File: config.mk
export PLATFORM = sky130hd
export DESIGN_NAME = word_triple_packer
export DESIGN_NICKNAME = d
export VERILOG_FILES = /design/src/rtl/word_triple_packer_pkg.sv /design/src/rtl/word_triple_packer.sv
export SDC_FILE = /design/constraint.sdc
export NUM_CORES = 1
export LEC_CHECK = 0
export CAP_MARGIN = 20
export CORE_MARGIN = 4
export CORE_UTILIZATION = 45
export DETAILED_ROUTE_END_ITERATION = 8
export PLACE_DENSITY = 0.82
export SYNTH_ARGS = -nofsm -noshare
export SYNTH_HDL_FRONTEND = slang
export SYNTH_SLANG_ARGS = --single-unit
File: constraint.sdc
create_clock -name i_clk -period 1.95 [get_ports i_clk]
set_input_delay 0.39 -clock i_clk [delete_from_list [all_inputs] [get_ports i_clk]]
set_output_delay 0.39 -clock i_clk [all_outputs]
set_load 0.01 [all_outputs]
File: src/rtl/word_triple_packer_pkg.sv
// word_triple_packer_pkg: shared state encoding and default word width for the triple packer.
package word_triple_packer_pkg;
    typedef enum logic [1:0] {GET_A, GET_B, GET_C, HOLD} state_t;
    localparam int DEFAULT_WIDTH = 32;
endpackage

File: src/rtl/word_triple_packer.sv
// word_triple_packer: packs three consecutive stream words into one registered {a, bb, bbbb} triple.
// Optional abort of a partial triple via i_flush when WORD_TRIPLE_PACKER_FLUSH_EN is defined.
module word_triple_packer
    import word_triple_packer_pkg::*;
#(
    parameter int WIDTH     = DEFAULT_WIDTH,
    parameter int CNT_WIDTH = 16
) (
    input  logic                 i_clk,
    input  logic                 i_rst,
`ifdef WORD_TRIPLE_PACKER_FLUSH_EN
    input  logic                 i_flush,
`endif
    input  logic                 i_valid,
    output logic                 o_ready,
    input  logic [WIDTH-1:0]     i_data,
    output logic                 o_valid,
    input  logic                 i_ready,
    output logic [WIDTH-1:0]     o_a,
    output logic [WIDTH-1:0]     o_bb,
    output logic [WIDTH-1:0]     o_bbbb,
    output logic [CNT_WIDTH-1:0] o_count
);
    state_t state;
    logic   flush_partial;
    logic   in_xfer;
    logic   out_xfer;

`ifdef WORD_TRIPLE_PACKER_FLUSH_EN
    assign flush_partial = i_flush && (state == GET_B || state == GET_C);
`else
    assign flush_partial = 1'b0;
`endif

    // In HOLD a new word may only enter while the held triple leaves, so no bubble appears.
    assign o_ready  = (state == HOLD) ? i_ready : !flush_partial;
    assign in_xfer  = i_valid && o_ready;
    assign out_xfer = o_valid && i_ready;

    always_ff @(posedge i_clk) begin
        if (i_rst) begin
            state   <= GET_A;
            o_valid <= 1'b0;
            o_a     <= '0;
            o_bb    <= '0;
            o_bbbb  <= '0;
            o_count <= '0;
        end else begin
            if (out_xfer)
                o_count <= o_count + 1'b1;
            if (flush_partial)
                state <= GET_A;
            else
                case (state)
                    GET_A: if (in_xfer) begin
                        o_a   <= i_data;
                        state <= GET_B;
                    end
                    GET_B: if (in_xfer) begin
                        o_bb  <= i_data;
                        state <= GET_C;
                    end
                    GET_C: if (in_xfer) begin
                        o_bbbb  <= i_data;
                        o_valid <= 1'b1;
                        state   <= HOLD;
                    end
                    HOLD: if (out_xfer) begin
                        o_valid <= 1'b0;
                        if (in_xfer) o_a <= i_data;
                        state <= in_xfer ? GET_B : GET_A;
                    end
                endcase
        end
    end
endmodule

==> metrics.txt <==
Die Y 105.6 um; Hold Crit Class in -> reg; clk_skew 0.01104 ns; flip-flop and latch count after synthesis 115; launch point of the critical path o_count[12]; fraction of layout instances using a drive strength above 1 0.08739; global-route wire length before repair 20.77 mm; headroom to the max-slew limit 0.7403; average wire per standard cell 15.51 um; layout overhead on the synthesized area 53.53%; number of stages on the worst setup path 1; Post-CTS Hold Fix Bufs 0; met1 wire length 5.044 mm; number of flops mapped to enable cells by yosys 0; Final Instance Area 6581 um2; pre-CTS setup slack -0.07450 ns; FF-to-FF End state[1]; Critical Path Source Type flop; Setup Viol. Count Final 0; number of filler cells placed in the layout 706; clock-pin transition on the worst setup and hold timing paths 0.06 ns; Via-to-Cell Ratio 5.100; CTS Sinks 115; destination of the critical timing path o_count[12]; gr ovfl total 0; critical path cell sequence clkdlybuf4s50_1; Slowest-stage cell, CP sky130_fd_sc_hd__clkdlybuf4s50_1; buffers plus inverters on the worst setup path 1; insertion delay of the later-clocked pin in the worst-skew pair 0.50 ns; total count of max-transition violations in the final report 0; cell at the root of the clock tree sky130_fd_sc_hd__clkbuf_8; commonest register cell after synthesis sky130_fd_sc_hd__dfxtp_1; Max Fclk 0.5300 GHz; proportion of netlist area held by the largest area contributor 0.5371; number of distinct library cells after synthesis 31; worst endpoint required time 1.56 ns; Critical Path End Type output pin; Multi-input gate area 1821 um2; via count of the first global-routing pass 4218; beginning of the worst register-to-register path state[0]; worst path setup slack after routing 0.06313 ns; First-pass DRT Iterations 4; area of the mapped netlist 4287 um2; Largest stage delay, worst path 0.59 ns; average size of a mapped cell 7.953 um2; area of the core 9240 um2; Synth async-reset ratio 0; storage element area 2311 um2; post-detailed-routing wire length 12.84 mm; routed via count 4223; Detailed Route Iter0 Violations 127; total DRC errors in the routed layout 0; chip width 105.6 um; top cells by area in the synthesized netlist sky130_fd_sc_hd__dfxtp_1, sky130_fd_sc_hd__nand2_1, sky130_fd_sc_hd__a21oi_1; slew of the pin with the lowest slew margin 0.3860 ns; total clock buffers created by CTS 17; top library cells by usage in the layout, fill and taps aside sky130_fd_sc_hd__nand2_1, sky130_fd_sc_hd__clkdlybuf4s50_1, sky130_fd_sc_hd__dfxtp_1; biggest fanout along the worst timing path 4; synthesis warning total 0; overall track demand over capacity in global routing 0.2304; portion of the clock cycle consumed by the worst path in the final layout 0.9676; Peak supply drop 963.1 uV; Ports 150; Detail Route Antenna Nets 0; minimum clock period 1.887 ns; placer's final routability congestion estimate 0.8020; met2 layer wire length in the routed design 6.441 mm; number of cell rows 35; maximum number of pins on one net before global-route repair 48; most frequent standard cell in the layout excluding fill and tap cells sky130_fd_sc_hd__nand2_1; deepest clock path buffer count 2; status completed; die area 11150 um2; ratio of total power to cell area 1241 nW/um2; gate count of the mapped netlist 539; unrepaired setup endpoints after global routing no; number of antenna violations at the first check in global routing 1; depth of the most critical reg-to-reg path 6; # H-tree levels 4; total placed instance area 5954 um2; Static Leak 2.334 nW; post-detailed-placement half-perimeter wirelength 8.650 mm; Register-to-Register Setup Slack 0.29 ns; critical path data arrival time 1.50 ns; met3 wirelength from detailed routing 1.197 mm; Port Buffers 149; library cell occupying the most area in the post-synthesis netlist sky130_fd_sc_hd__dfxtp_1; Maximum Capacitance Violations 0; highest metal used met4; kind of cell with the highest combined delay on the critical path buffers and inverters; clock tree from TritonCTS built; Post-layout nets 727; Initial Utilization 0.4639; kind of critical path reg -> out; Mapped Nets 581; Hold Violations, Final 0; fraction of the yosys area taken by sequential cells 0.5371
-- kinds of logic after synthesis --
logic type      Yosys count  share of synthesized area
fa+ha+maj                 6                    0.01751
simple gates            252                     0.2408
compound gates          112                     0.1340
xor+xnor                 11                    0.02248
flops                   115                     0.5371
mux                       2                   0.004962
buf+inv                  41                    0.04320
-- metrics by stage --
stage | cells | total power [W] | TNS (ns) | util | hold WS (ns)
6_report | 828 | 0.008164 | 0 | 0.7123 | 0.2793
5_1_grt | 828 | 0.008578 | 0 | 0.7123 | 0.2830
4_1_cts | 827 | 0.008211 | 0 | 0.7108 | 0.2681
3_5_place_dp | 794 | 0.005147 | -0.1560 | 0.6444 | 0.4490
3_3_place_gp | 794 | 0.005069 | -0.1313 | 0.6444 | 0.4418
2_1_floorplan | 539 | 0.004002 | 0 | - | 0.4805
-- registers in the layout (all words and copies together) (netlist names) --
signal   flops
o_valid      1
o_bb        32
o_bbbb      32
o_count     16
o_a         32
state        2
-- worst min path at each step --
| stage | endpoint | slack, ns | from | depth (start not counted) |
|---|---|---|---|---|
| CTS | o_count[6] | 0.27 | i_rst | 2 |
| global route | o_count[6] | 0.28 | i_rst | 2 |
| finish | o_count[6] | 0.28 | i_rst | 2 |
| global placement | o_bbbb[20] | 0.44 | o_bbbb[20] | 2 |
| detailed placement | o_bb[24] | 0.45 | o_bb[24] | 2 |
| floorplan | o_a[0] | 0.48 | o_a[0] | 2 |
-- synth_stat cells, drive strengths merged (2+ instances only) --
master	n
dfxtp	115
nand3	10
a21oi	102
xnor2	3
and3	3
inv	3
o21ai	5
nor2	17
ha	6
nand4	7
nor2b	2
nor4	4
buf	18
nand2b	2
and4	3
xor2	8
nand2	200
o21a	2
nor3	2
clkbuf	20
-- where the power goes --
group	total [W]	switching, W	internal [W]
Clock	0.00303	0.00112	0.00190
Sequential	0.00291	0.000217	0.00269
Combinational	0.00223	0.00119	0.00104
-- cell type report --
cell class | instances | area share
Clock buffer | 19 | 0.06711
Sequential cell | 115 | 0.3511
Multi-Input combinational cell | 383 | 0.2766
Antenna cell | 1 | 0.0003802
Timing Repair Buffer | 165 | 0.2557
Inverter | 3 | 0.001711
Clock inverter | 13 | 0.02281
Tap cell | 129 | 0.02452
-- metal layers --
layer  up-vias  track usage
met1      1983       0.2517
met4         0      0.06753
li1       2063            -
met5         -            0
met3        17      0.09492
met2       160       0.4080
-- timing repair --
item                       CTS  global route
gates resized for setup      5             6
cloned                       0             0
pin swaps                    0             0
setup buffers                1             0
setup endpoints to repair    3             5
Power figures use the tool's default switching activity.
